$ cat src/rtl/pipeline_controller.sv
// pipeline_controller: ID-stage hazard detection, branch flush control and
// SRAM access sequencing (IDLE/REQ/WAIT/DONE) with timeout and stall counting.
module pipeline_controller #(
  parameter int FORWARD_EN = 0,
  parameter int TIMEOUT    = 16
) (
  input  logic        clk,
  input  logic        rst,
  input  logic [3:0]  ID_RnIn,
  input  logic [3:0]  ID_Src2In,
  input  logic        ID_UsesRnIn,
  input  logic        ID_Two_srcIn,
  input  logic        EXE_WB_ENIn,
  input  logic        EXE_MEM_R_ENIn,
  input  logic        EXE_BIn,
  input  logic [3:0]  EXE_DestIn,
  input  logic        MEM_WB_ENIn,
  input  logic        MEM_R_ENIn,
  input  logic        MEM_W_ENIn,
  input  logic [3:0]  MEM_DestIn,
  input  logic        sramReadyIn,
  output logic        HazardOut,
  output logic        freezeOut,
  output logic        flushOut,
  output logic        sramStartOut,
  output logic        sramErrOut,
  output logic [15:0] stallCountOut
);

  localparam int CW = (TIMEOUT > 1) ? $clog2(TIMEOUT) : 1;
  localparam logic [CW-1:0] CNT_LAST = CW'(TIMEOUT - 1);

  typedef enum logic [1:0] {
    S_IDLE = 2'd0,
    S_REQ  = 2'd1,
    S_WAIT = 2'd2,
    S_DONE = 2'd3
  } state_t;

  state_t        state_r;
  state_t        next_state_s;
  logic [CW-1:0] cnt_r;
  logic          err_r;
  logic [15:0]   stall_r;

  logic match_exe_s;
  logic match_mem_s;
  logic raw_hazard_s;
  logic mem_req_s;
  logic timeout_s;
  logic freeze_s;
  logic start_s;
  logic flush_s;
  logic hazard_s;

  // Compare ID sources against EXE/MEM destinations; with forwarding only a load in EXE stalls
  always_comb begin
    match_exe_s = EXE_WB_ENIn & ((ID_UsesRnIn & (ID_RnIn == EXE_DestIn)) |
                                 (ID_Two_srcIn & (ID_Src2In == EXE_DestIn)));
    match_mem_s = MEM_WB_ENIn & ((ID_UsesRnIn & (ID_RnIn == MEM_DestIn)) |
                                 (ID_Two_srcIn & (ID_Src2In == MEM_DestIn)));
    if (FORWARD_EN != 0) begin
      raw_hazard_s = match_exe_s & EXE_MEM_R_ENIn;
    end else begin
      raw_hazard_s = match_exe_s | match_mem_s;
    end
  end

  assign mem_req_s = MEM_R_ENIn | MEM_W_ENIn;
  // A ready in the last allowed WAIT cycle wins over the timeout.
  assign timeout_s = (state_r == S_WAIT) & ~sramReadyIn & (cnt_r == CNT_LAST);

  // State register; reset abandons any in-flight access
  always_ff @(posedge clk or negedge rst) begin
    if (!rst) begin
      state_r <= S_IDLE;
    end else begin
      state_r <= next_state_s;
    end
  end

  // Next-state logic; DONE always returns to IDLE so the finished access can advance
  always_comb begin
    next_state_s = state_r;
    case (state_r)
      S_IDLE: begin
        if (mem_req_s) begin
          next_state_s = S_REQ;
        end else begin
          next_state_s = S_IDLE;
        end
      end
      S_REQ:  next_state_s = S_WAIT;
      S_WAIT: begin
        if (sramReadyIn || timeout_s) begin
          next_state_s = S_DONE;
        end else begin
          next_state_s = S_WAIT;
        end
      end
      S_DONE:  next_state_s = S_IDLE;
      default: next_state_s = S_IDLE;
    endcase
  end

  // Output decode: freeze while an access is pending, flush/hazard suppressed by freeze
  always_comb begin
    freeze_s = 1'b0;
    start_s  = 1'b0;
    case (state_r)
      S_IDLE:  freeze_s = mem_req_s;
      S_REQ: begin
        freeze_s = 1'b1;
        start_s  = 1'b1;
      end
      S_WAIT:  freeze_s = 1'b1;
      S_DONE:  freeze_s = 1'b0;
      default: freeze_s = 1'b0;
    endcase
    flush_s  = EXE_BIn & ~freeze_s;
    hazard_s = raw_hazard_s & ~flush_s & ~freeze_s;
  end

  // WAIT-cycle counter, cleared on each new request
  always_ff @(posedge clk or negedge rst) begin
    if (!rst) begin
      cnt_r <= {CW{1'b0}};
    end else if (state_r == S_REQ) begin
      cnt_r <= {CW{1'b0}};
    end else if ((state_r == S_WAIT) && !sramReadyIn && !timeout_s) begin
      cnt_r <= cnt_r + CW'(1);
    end else begin
      cnt_r <= cnt_r;
    end
  end

  // Sticky timeout error, cleared only by reset
  always_ff @(posedge clk or negedge rst) begin
    if (!rst) begin
      err_r <= 1'b0;
    end else if (timeout_s) begin
      err_r <= 1'b1;
    end else begin
      err_r <= err_r;
    end
  end

  // Saturating count of cycles spent stalled or frozen
  always_ff @(posedge clk or negedge rst) begin
    if (!rst) begin
      stall_r <= 16'd0;
    end else if ((hazard_s || freeze_s) && (stall_r != 16'hFFFF)) begin
      stall_r <= stall_r + 16'd1;
    end else begin
      stall_r <= stall_r;
    end
  end

  assign HazardOut     = hazard_s;
  assign freezeOut     = freeze_s;
  assign flushOut      = flush_s;
  assign sramStartOut  = start_s;
  assign sramErrOut    = err_r;
  assign stallCountOut = stall_r;

endmodule

$ cat config.mk
export PLATFORM = sky130hd
export DESIGN_NAME = pipeline_controller
export DESIGN_NICKNAME = d
export VERILOG_FILES = /design/src/rtl/pipeline_controller.sv
export SDC_FILE = /design/constraint.sdc
export NUM_CORES = 1
export LEC_CHECK = 0
export BUFFER_PORTS_ARGS = -buffer_cell sky130_fd_sc_hd__buf_2
export CAP_MARGIN = 20
export CORE_ASPECT_RATIO = 0.9
export CORE_MARGIN = 1.5
export CORE_UTILIZATION = 45
export DETAILED_ROUTE_END_ITERATION = 7
export PLACE_DENSITY = 0.76
export SYNTH_ARGS = -nofsm -noshare
export SYNTH_HDL_FRONTEND = slang
export SYNTH_SLANG_ARGS = --single-unit
$ cat constraint.sdc
create_clock -name clk -period 1.9 [get_ports clk]
set_clock_uncertainty 0.2 [all_clocks]
set_input_delay 0.095 -clock clk [delete_from_list [all_inputs] [get_ports clk]]
set_output_delay 0.095 -clock clk [all_outputs]
set_load 0.01 [all_outputs]
After elaboration in Yosys (flattened, before gate mapping)
Cells that the tools add are included.

word-level totals
  register bits after elaboration = 23
  input port bits = 27
  output and inout port bits = 21
  word-level logic and storage cells = 50

cells by class
  add/subtract/negate cells = 2
  equality and inequality tests = 9
  multiplexer cells = 7
  bitwise operators = 18
  reductions and logical operators = 10

operator list
  kind                     number
  $add A16 B1 Y16 const B  1
  $eq A4 B4 Y1             4
  $ne A16 B16 Y1 const B   1
  $and A1 B1 Y1            11
  $mux W4                  2
  $pmux W2 S4              1
  $add A4 B1 Y4 const B    1
  $eq A2 B2 Y1 const B     2
  $eq A4 B4 Y1 const B     1
  $or A1 B1 Y1             4
  $logic_and A1 B1 Y1      3
  $mux W1                  3
  $not A1 Y1               3
  $pmux W1 S3              1
  $eq A2 B1 Y1 const B     1
  $logic_not A1 Y1         2
  $logic_not A2 Y1         1
  $logic_or A1 B1 Y1       2
  $reduce_bool A2 Y1       1
  $reduce_or A2 Y1         1

Depth between registers and ports, before layout
Gate-level depths: netlist of run 1.

  depth in word-level cells = 10
  gate-level depth with buffers = 7

Worst setup path after synthesis of run 1
OpenSTA, ideal clock, no wires.

  path kind = register -> register
  from = register stall_r[0] (netlist: stallCountOut[0])
  to = register stall_r[3] (netlist: stallCountOut[3])
  data arrival time = 1,693 ps
  data required time = 1,579 ps
  slack = -114 ps
  stages on the path, launching flop included = 8
  period minus slack after synthesis = 2,014 ps
  cell sequence = dfrtp_1 ha_1 nand3_1 nor2_1 nand4_2 and2_1 o21a_1 o22a_1

on the way
  word-level cells in the longest chain between the ends = 2
  elaborated cells between the ends (all ways) = 3

ends and longest elaborated chain
  item                                                                     line  source
  from (decl)                                                              44    logic [15:0] stall_r;
  from (signal assigned)                                                   153   stall_r <= stall_r + 16'd1;
  from (signal assigned)                                                   155   stall_r <= stall_r;
  parallel branches: the longest is 2 deep, another holds $add A16 B1 Y16  --

Parallel ways; which one is timed is not known.
A chain may end at the register's enable or synchronous reset.

Final worst setup path of run 1
  from = register state_r[0]
  to = register stall_r[15] (netlist: stallCountOut[15])

on the way
  word-level cells in the longest chain between the ends = 10
  elaborated cells between the ends (all ways) = 13

ends and longest elaborated chain
  item                                                 line      source
  from (decl)                                          40        state_t state_r;
  from (signal assigned)                               78        state_r <= next_state_s;
  $eq A2 B2 Y1 / $eq A2 B1 Y1 (equally long branches)  110       case (state_r)
  $reduce_or A2 Y1 (no line)                           --
  $pmux W1 S3 (*)                                      110
  $not A1 Y1                                           120, 121
  $and A1 B1 Y1                                        120       flush_s = EXE_BIn & ~freeze_s;
  $not A1 Y1                                           121       hazard_s = raw_hazard_s & ~flush_s & ~freeze_s;
  $and A1 B1 Y1 (2 in series)                          121
  $logic_or A1 B1 Y1 (*)                               152       end else if ((hazard_s || freeze_s) && (stall_r != 16'hFFFF)) begin
  $logic_and A1 B1 Y1 (*)                              152

Mark *: on every way between the ends. The rest lies on a longest branch, timed or not.

==> summary.txt, run 1 <==
H-tree depth: 1
Max Cap Viol: 0
Vias/cell: 5.34
global route overflow: 0
CTS Buffer Depth: 2
DRC Markers: 0
DPL Wire Length: 2.60 mm
Netlist cell types: 29
Placer Congestion: 0.801
Placed Instances: 236
RSZ-0062 raised after global routing: yes
Synth Area per Inst: 10.4 um^2
PwrDens: 1190 nW/um^2
area grow syn2layout: 48.6%
sequential power share: 30.4%
CTS tree: built
Yosys Warn Count: 0
Internal: 1.50 mW
Worst path top cell family by delay: flip-flops
Setup-failing EPs final: 0
layout cells sized above 1: 47.4%
final hold violation count: 0
TritonCTS buffer count: 3
Lkg Pwr: 1.02 nW
Slew Viols, Final: 0
CP required: 1.91 ns
largest net degree at the start of global routing: 24
port buffer count: 46
DR vias: 1,361
outcome: finished clean
area of the die: 3490 um^2
most used cell, CP: inv_2
Async SR Flop Fraction: 100%
mapped cell area: 1410 um^2
initial antenna violation count: 0
WL/cell: 14.6 um
Final Non-Filler Cells: 255
setup tns final: 0 ns
Total Wirelength: 3.72 mm
syn nets: 168
Clk network pwr share: 8.9%
Seq cells post-synth: 23
crit share post-route: 99.2%
r2r startpoint: state_r[0]
Post-Synthesis Cells: 136
fmax: 0.531 GHz
I/O pin cnt: 48
Slowest-stage cell, CP: dfrtp_1
Initial Utilization: 46.8%
launching element type of the critical path: flop
R2R depth: 7
FF-to-FF setup slack: 0.02 ns
global-route wire length before repair: 6.01 mm
Critical Path AT: 1.89 ns
drt initial violations: 47
Max stage delay on crit path: 0.40 ns
Comb pwr share: 60.7%
worst setup margin: 0.0151 ns
CP Max Fanout: 7
n_diodes: 0
NetSw: 0.993 mW
Switching Share: 39.9%
Rel. slew slack: 64.5%
Die H: 56.2 um
setup slack at placement: -0.113 ns
clock slew at reported path FFs: 0.12 ns
Clock Sinks: 23
Worst-Margin Slew: 0.532 ns
EDFF count, synth: 0
worst setup path category: flop to flop
Most used DFF post-synth: dfrtp_1
Core Box Area: 3020 um^2
peak supply drop: 841 uV
crit path buf inv count: 3
number of core rows: 19
vias in the first global route: 1,353
CTS root buf: clkbuf_4
Final ANT Viol Nets: 0
Tightest Hold Check Type: input pin to asynchronous set/reset pin
Tot GR Track Use: 22.6%
crit-path cells: inv_2, ha_4, inv_2, o21ai_4, buf_8, o2111ai_2, mux2_4
Tmin final: 1.88 ns
Seq/Total Area, Yosys: 40.7%
Die X: 62.1 um
Power Total: 2.49 mW
clock latency on the worst-skew pair: 0.31 ns
post-layout net count: 246
Critical Path End Type: flop
first drt pass iteration count: 4
r2r endpoint: stallCountOut[15]
[flip-flops by register name (all words and copies together) (netlist names)]
register	flops
sramErrOut	1
cnt_r	4
state_r	2
stallCountOut	16
[metal layers]
metal | GRT usage (%) | vias to the layer above | wire length [um]
met4 | 3.65 | 0 | 37
met3 | 3.72 | 5 | 128
met5 | 0 | - | 0
met2 | 39.9 | 34 | 2070
li1 | - | 642 | -
met1 | 28.6 | 680 | 1490
[logic make-up after synthesis]
| logic type | count (synthesis) | synth area share (%) |
|---|---|---|
| AOI/OAI and AO/OA | 22 | 12.8 |
| and+or+nand+nor | 45 | 17.1 |
| muxes | 7 | 5.49 |
| xor gates and xnor gates | 28 | 17.3 |
| buffers and inverters | 6 | 2.12 |
| DFF | 23 | 40.7 |
| adders and majority gates | 5 | 4.42 |
[metrics by stage]
stage | instance area [um^2] | hold slack, ns | util (%)
after floorplan | 1420 | -0.401 | -
after global placement | 1790 | -0.107 | 59.3
after detailed placement | 1790 | -0.0975 | 59.3
after CTS | 1990 | 0.0999 | 65.9
after global routing | 2100 | 0.128 | 69.6
final | 2100 | 0.0817 | 69.6
[synthesized netlist by cell type (2+ instances only)]
cell       count  area (um^2)
nor2_1         7         26.3
o2111ai_1      4         35.0
nand3_1        3         15.0
mux2_2         4         45.0
xnor2_1       14          123
and2_1         4         25.0
o21ai_2        2         17.5
and3_1         9         56.3
nand2_1        9         33.8
o21ai_0        5         25.0
o211ai_1       7         52.6
dfrtp_1       23          576
nor3_1         4         20.0
xor2_1        14          123
ha_1           5         62.6
nand4_1        5         31.3
mux2_1         2         22.5
inv_1          4         15.0
[how the worst max path moves through the flow]
| stage | cells past startpoint | endpoint | from |
|---|---|---|---|
| 3_5_place_dp | 7 | stallCountOut[4] | ID_Src2In[3] |
| 4_1_cts | 8 | HazardOut | state_r[0] |
| 5_1_grt | 7 | flushOut | state_r[0] |
| 3_3_place_gp | 8 | stallCountOut[8] | ID_RnIn[3] |
| 6_report | 7 | stallCountOut[15] | state_r[0] |
| 2_1_floorplan | 7 | stallCountOut[3] | stallCountOut[0] |
[cell type report]
type                    count  area [um^2]
clock buffers               4         26.3
fillers                   228          918
inverters                   4         15.0
multi-input cells         107          946
flip-flops and latches     23          576
well taps                  42         52.6
repair buffers             75          485
[worst reg2reg max path, cell delays in order, from the launching register on]
cell and delay [ns]:
dfrtp_1 0.40, inv_2 0.07, ha_4 0.26, inv_2 0.04
o21ai_4 0.21, buf_8 0.16, o2111ai_2 0.14, mux2_4 0.31
[placed cells by master, fill, tap and decap left out, types with 2 or more instances in the layout]
master / n
buf_2: 44
dfrtp_1: 23
buf_4: 22
xnor2_1: 14
xor2_1: 14
nand2_1: 9
and3_1: 7
o211ai_1: 7
nand4_1: 5
mux2_4: 5
nor3_1: 4
and2_1: 4
nor2_1: 4
dlygate4sd3_1: 4
buf_6: 4
inv_2: 3
o21ai_0: 3
nand3_1: 3
ha_1: 3
clkbuf_4: 3
o21ai_2: 2
o21ai_4: 2
nor2_2: 2
and3_4: 2
o2111ai_2: 2
ha_4: 2
[power by group through the flow]
stage / clock network (mW) / registers (mW) / logic (mW)
floorplan: 0 / 0.755 / 0.542
global placement: 0 / 0.730 / 0.898
detailed placement: 0 / 0.739 / 0.950
CTS: 0.231 / 0.730 / 1.25
global route: 0.254 / 0.774 / 1.65
finish: 0.222 / 0.757 / 1.51
[repair_timing]
| item | CTS | global route |
|---|---|---|
| pin swaps | 5 | 9 |
| setup buffers | 9 | 3 |
| gates cloned | 0 | 0 |
| setup endpoints to repair | 6 | 17 |
| hold buffers | 4 | 0 |
| resized for setup | 16 | 23 |
| hold endpoints to repair | 25 | 0 |
Note: power is estimated with default switching activity, not from simulation.
==> run 2, diff against run 1 <==
==> constraint.sdc (replaced) <==
create_clock -name clk -period 1.9 [get_ports clk]
set_clock_uncertainty 0.2 [all_clocks]
set_input_delay 0.095 -clock clk [delete_from_list [all_inputs] [get_ports clk]]
set_output_delay 0.095 -clock clk [all_outputs]
set_load 0.1 [all_outputs]
==> run 2 against run 1 <==
  * The run now ends with negative setup slack left
  * Power up 29%
  * Maximum frequency down 2.0%
  * Core utilization down 0.21 points
  * Worst setup slack worse by 0.039 ns
  * Routed wire length down 11%
  * Count of clock-buffer cells in the layout unchanged
  * Largest cell class unchanged
  * Largest power group unchanged
==> summary.txt, run 2 (same netlist as run 1, synthesis figures left out) <==
outcome: finished, violations left
crit share post-route: 101% (+2.0 points)
Core Box Area: 3020 um^2 (unchanged)
leading cell type in the layout, fill and taps excluded: buf_2
Core Util, Final: 69.4% (-0.21 points)
Lkg Pwr: 0.957 nW (-5.9%)
CTS tree: built
Final Non-Filler Cells: 249 (-2.4%)
WL/cell: 13.3 um (-8.5%)
first drt pass iteration count: 4 (unchanged)
global route overflow: 0 (unchanged)
FF-to-FF setup slack: -0.02 ns (-0.04 ns)
Final ANT Viol Nets: 0 (unchanged)
n_diodes: 0 (unchanged)
final hold violation count: 0 (unchanged)
layout cells sized above 1: 51.2% (+3.8 points)
Power Total: 3.21 mW (+29%)
area grow syn2layout: 48.1%
setup slack at placement: -0.0852 ns (+0.0273 ns)
CP required: 1.90 ns (about the same)
Slew Viols, Final: 0 (unchanged)
Rel. slew slack: 63.9% (-0.68 points)
I/O pin cnt: 48 (unchanged)
commonest cells after routing, fill and taps aside: 42 x buf_2, 17 x buf_4, 14 x xnor2_1, 14 x xor2_1
port buffer count: 46 (unchanged)
Die H: 56.2 um (unchanged)
Tmin final: 1.92 ns (+0.0387 ns)
Largest register FFs: 16 (unchanged)
Vias/cell: 5.25 (-1.6%)
CP Capture Point: stallCountOut[4]
# fillers: 243 (+6.6%)
failing checks: negative setup slack
DPL Wire Length: 2.47 mm (-5.0%)
PwrDens: 1530 nW/um^2 (+29%)
DP Area: 1920 um^2 (+7.3%)
peak supply drop: 1280 uV (+52%)
r2r startpoint: state_r[1]
Initial Utilization: 46.8% (unchanged)
Max Cap Viol: 0 (unchanged)
DRC Markers: 0 (unchanged)
clock slew at reported path FFs: 0.13 ns (about the same)
Total Wirelength: 3.32 mm (-11%)
Die X: 62.1 um (unchanged)
launching element type of the critical path: flop
CP Max Fanout: 5 (-2)
Critical Path AT: 1.93 ns (+0.04 ns)
largest net degree at the start of global routing: 24 (unchanged)
clock latency on the worst-skew pair: 0.32 ns (about the same)
vias in the first global route: 1,283 (-5.2%)
Post-Layout Inst Area: 2090 um^2 (-0.30%)
CTS root buf: clkbuf_4
DR vias: 1,308 (-3.9%)
fmax: 0.520 GHz (-2.0%)
post-layout net count: 240 (-2.4%)
worst setup margin: -0.0237 ns (-0.0387 ns)
R2R depth: 7 (unchanged)
worst setup path category: flop to flop
Clock Sinks: 23 (unchanged)
Tightest Hold Check Type: input pin to asynchronous set/reset pin
H-tree depth: 1 (unchanged)
RSZ-0062 raised after global routing: yes
Worst-Margin Slew: 0.542 ns (+0.0102 ns)
CTS Buffer Depth: 2 (unchanged)
global-route wire length before repair: 5.20 mm (-14%)
Tot GR Track Use: 19.4% (-3.2 points)
initial antenna violation count: 0 (unchanged)
TritonCTS buffer count: 3 (unchanged)
crit path launch: state_r[1]
area of the die: 3490 um^2 (unchanged)
number of core rows: 19 (unchanged)
drt initial violations: 36 (-23%)
Setup-failing EPs final: 3 (+3)
Placer Congestion: 0.783 (-2.2%)
Placed Instances: 234 (-0.85%)
Critical Path End Type: flop
r2r endpoint: stallCountOut[4]
-- run 2: changes by cell type in the layout (fill, tap and decap cells not counted), moves of 2 or more --
cell	delta
buf_12	+4
buf_2	-2
buf_4	-5
buf_6	-2
dfrtp_1	-16
dfrtp_2	+9
dfrtp_4	+7
mux2_1	+2
mux2_2	+2
mux2_4	-4
o2111ai_1	+3
o2111ai_2	-2
-- run 2: worst max-delay path, cell delays in order (launching register included) --
cell and delay (ns):
dfrtp_1 0.39, inv_2 0.06, ha_4 0.26, inv_2 0.04, o21ai_4 0.21, buf_4 0.19
o2111ai_1 0.13, mux2_1 0.33
-- run 2: layout make-up --
cell class | count | area [um^2] | share of cell area, %
Sequential cell | 23 | 613 | 29.3
Multi-Input combinational cell | 107 | 907 | 43.3
Inverter | 4 | 15.0 | 0.717
Tap cell | 42 | 52.6 | 2.51
Timing Repair Buffer | 69 | 480 | 22.9
Clock buffer | 4 | 26.3 | 1.25
-- run 2: repair_timing --
action,in CTS,in global routing
buffers inserted,5,2
resized for setup,10,7
endpoints found under the setup margin,17,16
endpoints found under the hold margin,25,0
hold buffers,4,0
pin swaps,2,7
cloned,0,0
-- run 2: layer usage --
layer  global-route usage [%]  routed length, um
met4                     5.47                 37
met5                        0                  0
met3                     3.95                159
met1                     22.4               1410
met2                     34.7               1720
-- run 2: how the worst min path moves through the flow --
stage	startpoint	end	slack (ns)	cells past startpoint
global placement	rst	stallCountOut[8]	-0.10	1
floorplan	rst	cnt_r[0]	-0.40	0
CTS	rst	stallCountOut[8]	0.09	2
global route	rst	stallCountOut[14]	0.13	2
detailed placement	rst	stallCountOut[8]	-0.1	1
finish	rst	stallCountOut[14]	0.08	2
-- run 2: report_power, final --
group | switching (mW) | leakage, nW | internal [mW]
clock network | 0.152 | 0.0150 | 0.0821
logic | 1.40 | 0.664 | 0.798
registers | 0.128 | 0.278 | 0.644
total | 1.68 | 0.957 | 1.52
-- run 2: per-stage QoR --
step / hold WS (ns) / setup TNS, ns
final: 0.0765 / -0.0531
after global routing: 0.127 / -0.417
after CTS: 0.0853 / -0.158
after detailed placement: -0.0956 / -0.442
after global placement: -0.105 / -0.00272
after floorplan: -0.401 / -1.13
==> run 3, diff against run 2 <==
--- a/config.mk
+++ b/config.mk
@@ -11,7 +11,8 @@
 export CORE_MARGIN = 1.5
 export CORE_UTILIZATION = 45
 export DETAILED_ROUTE_END_ITERATION = 7
-export PLACE_DENSITY = 0.76
+export PLACE_DENSITY = 0.73
+export SETUP_SLACK_MARGIN = 0.5
 export SYNTH_ARGS = -nofsm -noshare
 export SYNTH_HDL_FRONTEND = slang
 export SYNTH_SLANG_ARGS = --single-unit
==> constraint.sdc (replaced) <==
create_clock -name clk -period 2.2 [get_ports clk]
set_clock_uncertainty 0.2 [all_clocks]
set_input_delay 0.11 -clock clk [delete_from_list [all_inputs] [get_ports clk]]
set_output_delay 0.11 -clock clk [all_outputs]
set_load 0.1 [all_outputs]
==> run 3 against run 2 <==
  * The flow now finishes without violations
  * Global-route usage grew 2.9 points
  * Worst hold slack gained 0.013 ns
  * Sequential power shrank 13%
  * Count of clock-buffer cells in the layout shrank 1
  * Critical path depth is the same
  * Clock power shrank 14%
==> summary.txt, run 3 (same netlist as run 1, synthesis figures left out) <==
outcome: finished clean
drt initial violations: 29 (-19%)
area of the die: 3490 um^2 (unchanged)
TritonCTS buffer count: 3 (unchanged)
Tightest Hold Check Type: input pin to asynchronous set/reset pin
I/O pin cnt: 48 (unchanged)
DPL Wire Length: 2.49 mm (+0.94%)
Vias/cell: 5.19 (-1.3%)
H-tree depth: 1 (unchanged)
clock slew at reported path FFs: 0.14 ns (about the same)
RSZ-0062 raised after global routing: yes
area of the multi-input gates: 968 um^2 (+6.8%)
largest net degree at the start of global routing: 24 (unchanged)
Tmin final: 1.89 ns
n_diodes: 0 (unchanged)
met1 wire length: 1.56 mm (+11%)
Final ANT Viol Nets: 0 (unchanged)
post-layout net count: 243 (+1.3%)
CTS root buf: clkbuf_4
setup tns final: 0 ns (+0.0531 ns)
Clock Sinks: 23 (unchanged)
Total Wirelength: 3.72 mm (+12%)
Tot GR Track Use: 22.3% (+2.9 points)
Initial Utilization: 46.8% (unchanged)
CTS tree: built
wire length on met3: 188 um (+18%)
PwrDens: 1370 nW/um^2 (-11%)
commonest cells after routing, fill and taps aside: 43 x buf_2, 20 x buf_4, 14 x xor2_1
Placer Congestion: 0.784 (about the same)
area grow syn2layout: 53.8%
Critical Path End Type: output port
Die H: 56.2 um (unchanged)
met2 wire length: 1.96 mm (+14%)
Die X: 62.1 um (unchanged)
Lkg Pwr: 0.990 nW (+3.4%)
leading cell type in the layout, fill and taps excluded: buf_2
DRC Markers: 0 (unchanged)
layout cells sized above 1: 57.6% (+6.4 points)
FF/Latch Area: 613 um^2 (unchanged)
global route overflow: 0 (unchanged)
# fillers: 244 (+0.41%)
first drt pass iteration count: 4 (unchanged)
vias in the first global route: 1,315 (+2.5%)
crit share post-route: 85.9%
peak supply drop: 1410 uV (+10%)
CP Max Fanout: 5 (unchanged)
fmax: 0.529 GHz
Max Cap Viol: 0 (unchanged)
number of core rows: 19 (unchanged)
launching element type of the critical path: flop
DR top layer: met4
Critical Path AT: 1.58 ns (-0.35 ns)
Core Box Area: 3020 um^2 (unchanged)
CP required: 1.89 ns (about the same)
worst setup path category: flop to output port
DR vias: 1,307 (-0.076%)
Core Util, Final: 72.0% (+2.7 points)
port buffer count: 46 (unchanged)
WL/cell: 14.8 um (+11%)
CTS Buffer Depth: 2 (unchanged)
Rel. slew slack: 64.3% (+0.46 points)
final hold violation count: 0 (unchanged)
Slew Viols, Final: 0 (unchanged)
global-route wire length before repair: 5.89 mm (+13%)
Largest register FFs: 16 (unchanged)
clock latency on the worst-skew pair: 0.31 ns (about the same)
Worst-Margin Slew: 0.535 ns (-0.00697 ns)
Setup-failing EPs final: 0 (-3)
initial antenna violation count: 0 (unchanged)
==> run 3: critical path, stage by stage, from the launching register on <==
cell	delay, ns
dfrtp_1	0.39
inv_2	0.06
ha_4	0.26
inv_2	0.04
o21ai_4	0.16
buf_6	0.16
nor2b_4	0.05
buf_12	0.16
==> run 3: power breakdown <==
part,switching (mW),internal [mW]
clock network,0.134,0.0680
logic,1.29,0.812
registers,0.114,0.556
total,1.54,1.44
==> run 3: timing repair <==
item,CTS,global route
hold buffers,3,0
endpoints found under the hold margin,25,0
endpoints found under the setup margin,22,22
cloned,0,1
buffers inserted,14,5
pin swaps,10,2
gates resized for setup,13,10
==> run 3: worst paths after layout <==
path,startpoint,endpoint,slack (ns),cells after the start
worst min-delay path,rst,stallCountOut[15],0.09,2
worst max-delay path,state_r[0],HazardOut,0.31,7
max in group asynchronous,rst,stallCountOut[2],1.30,2
min in group clk,EXE_BIn,stallCountOut[5],0.22,5
worst min register to register,sramErrOut,sramErrOut,0.29,1
worst max register to register,state_r[1],stallCountOut[3],0.32,9
==> run 3: routing by layer <==
metal  track usage, %  vias up
met4             3.04        0
li1                 -      638
met5                0        -
met2             39.7       45
met1             27.9      622
met3             3.95        2
==> run 3: final cells by class <==
class                      instances  area share (%)
multi-input combinational        107            44.5
clock inverter                     1           0.230
inverter                           4           0.690
clock buffer                       3            1.04
sequential                        23            28.2
timing repair buffer              72            22.9
tap                               42            2.42
==> run 3: through the flow <==
stage	setup slack [ns]	total power [mW]	instances	cell area, um^2	hold WS [ns]
2_1_floorplan	0.119	2.03	136	1570	-0.386
3_3_place_gp	0.171	2.28	225	1870	-0.0887
3_5_place_dp	0.109	2.32	225	1870	-0.0754
4_1_cts	0.278	2.78	246	2080	0.0893
5_1_grt	0.239	3.12	252	2170	0.161
6_report	0.310	2.98	252	2170	0.0895
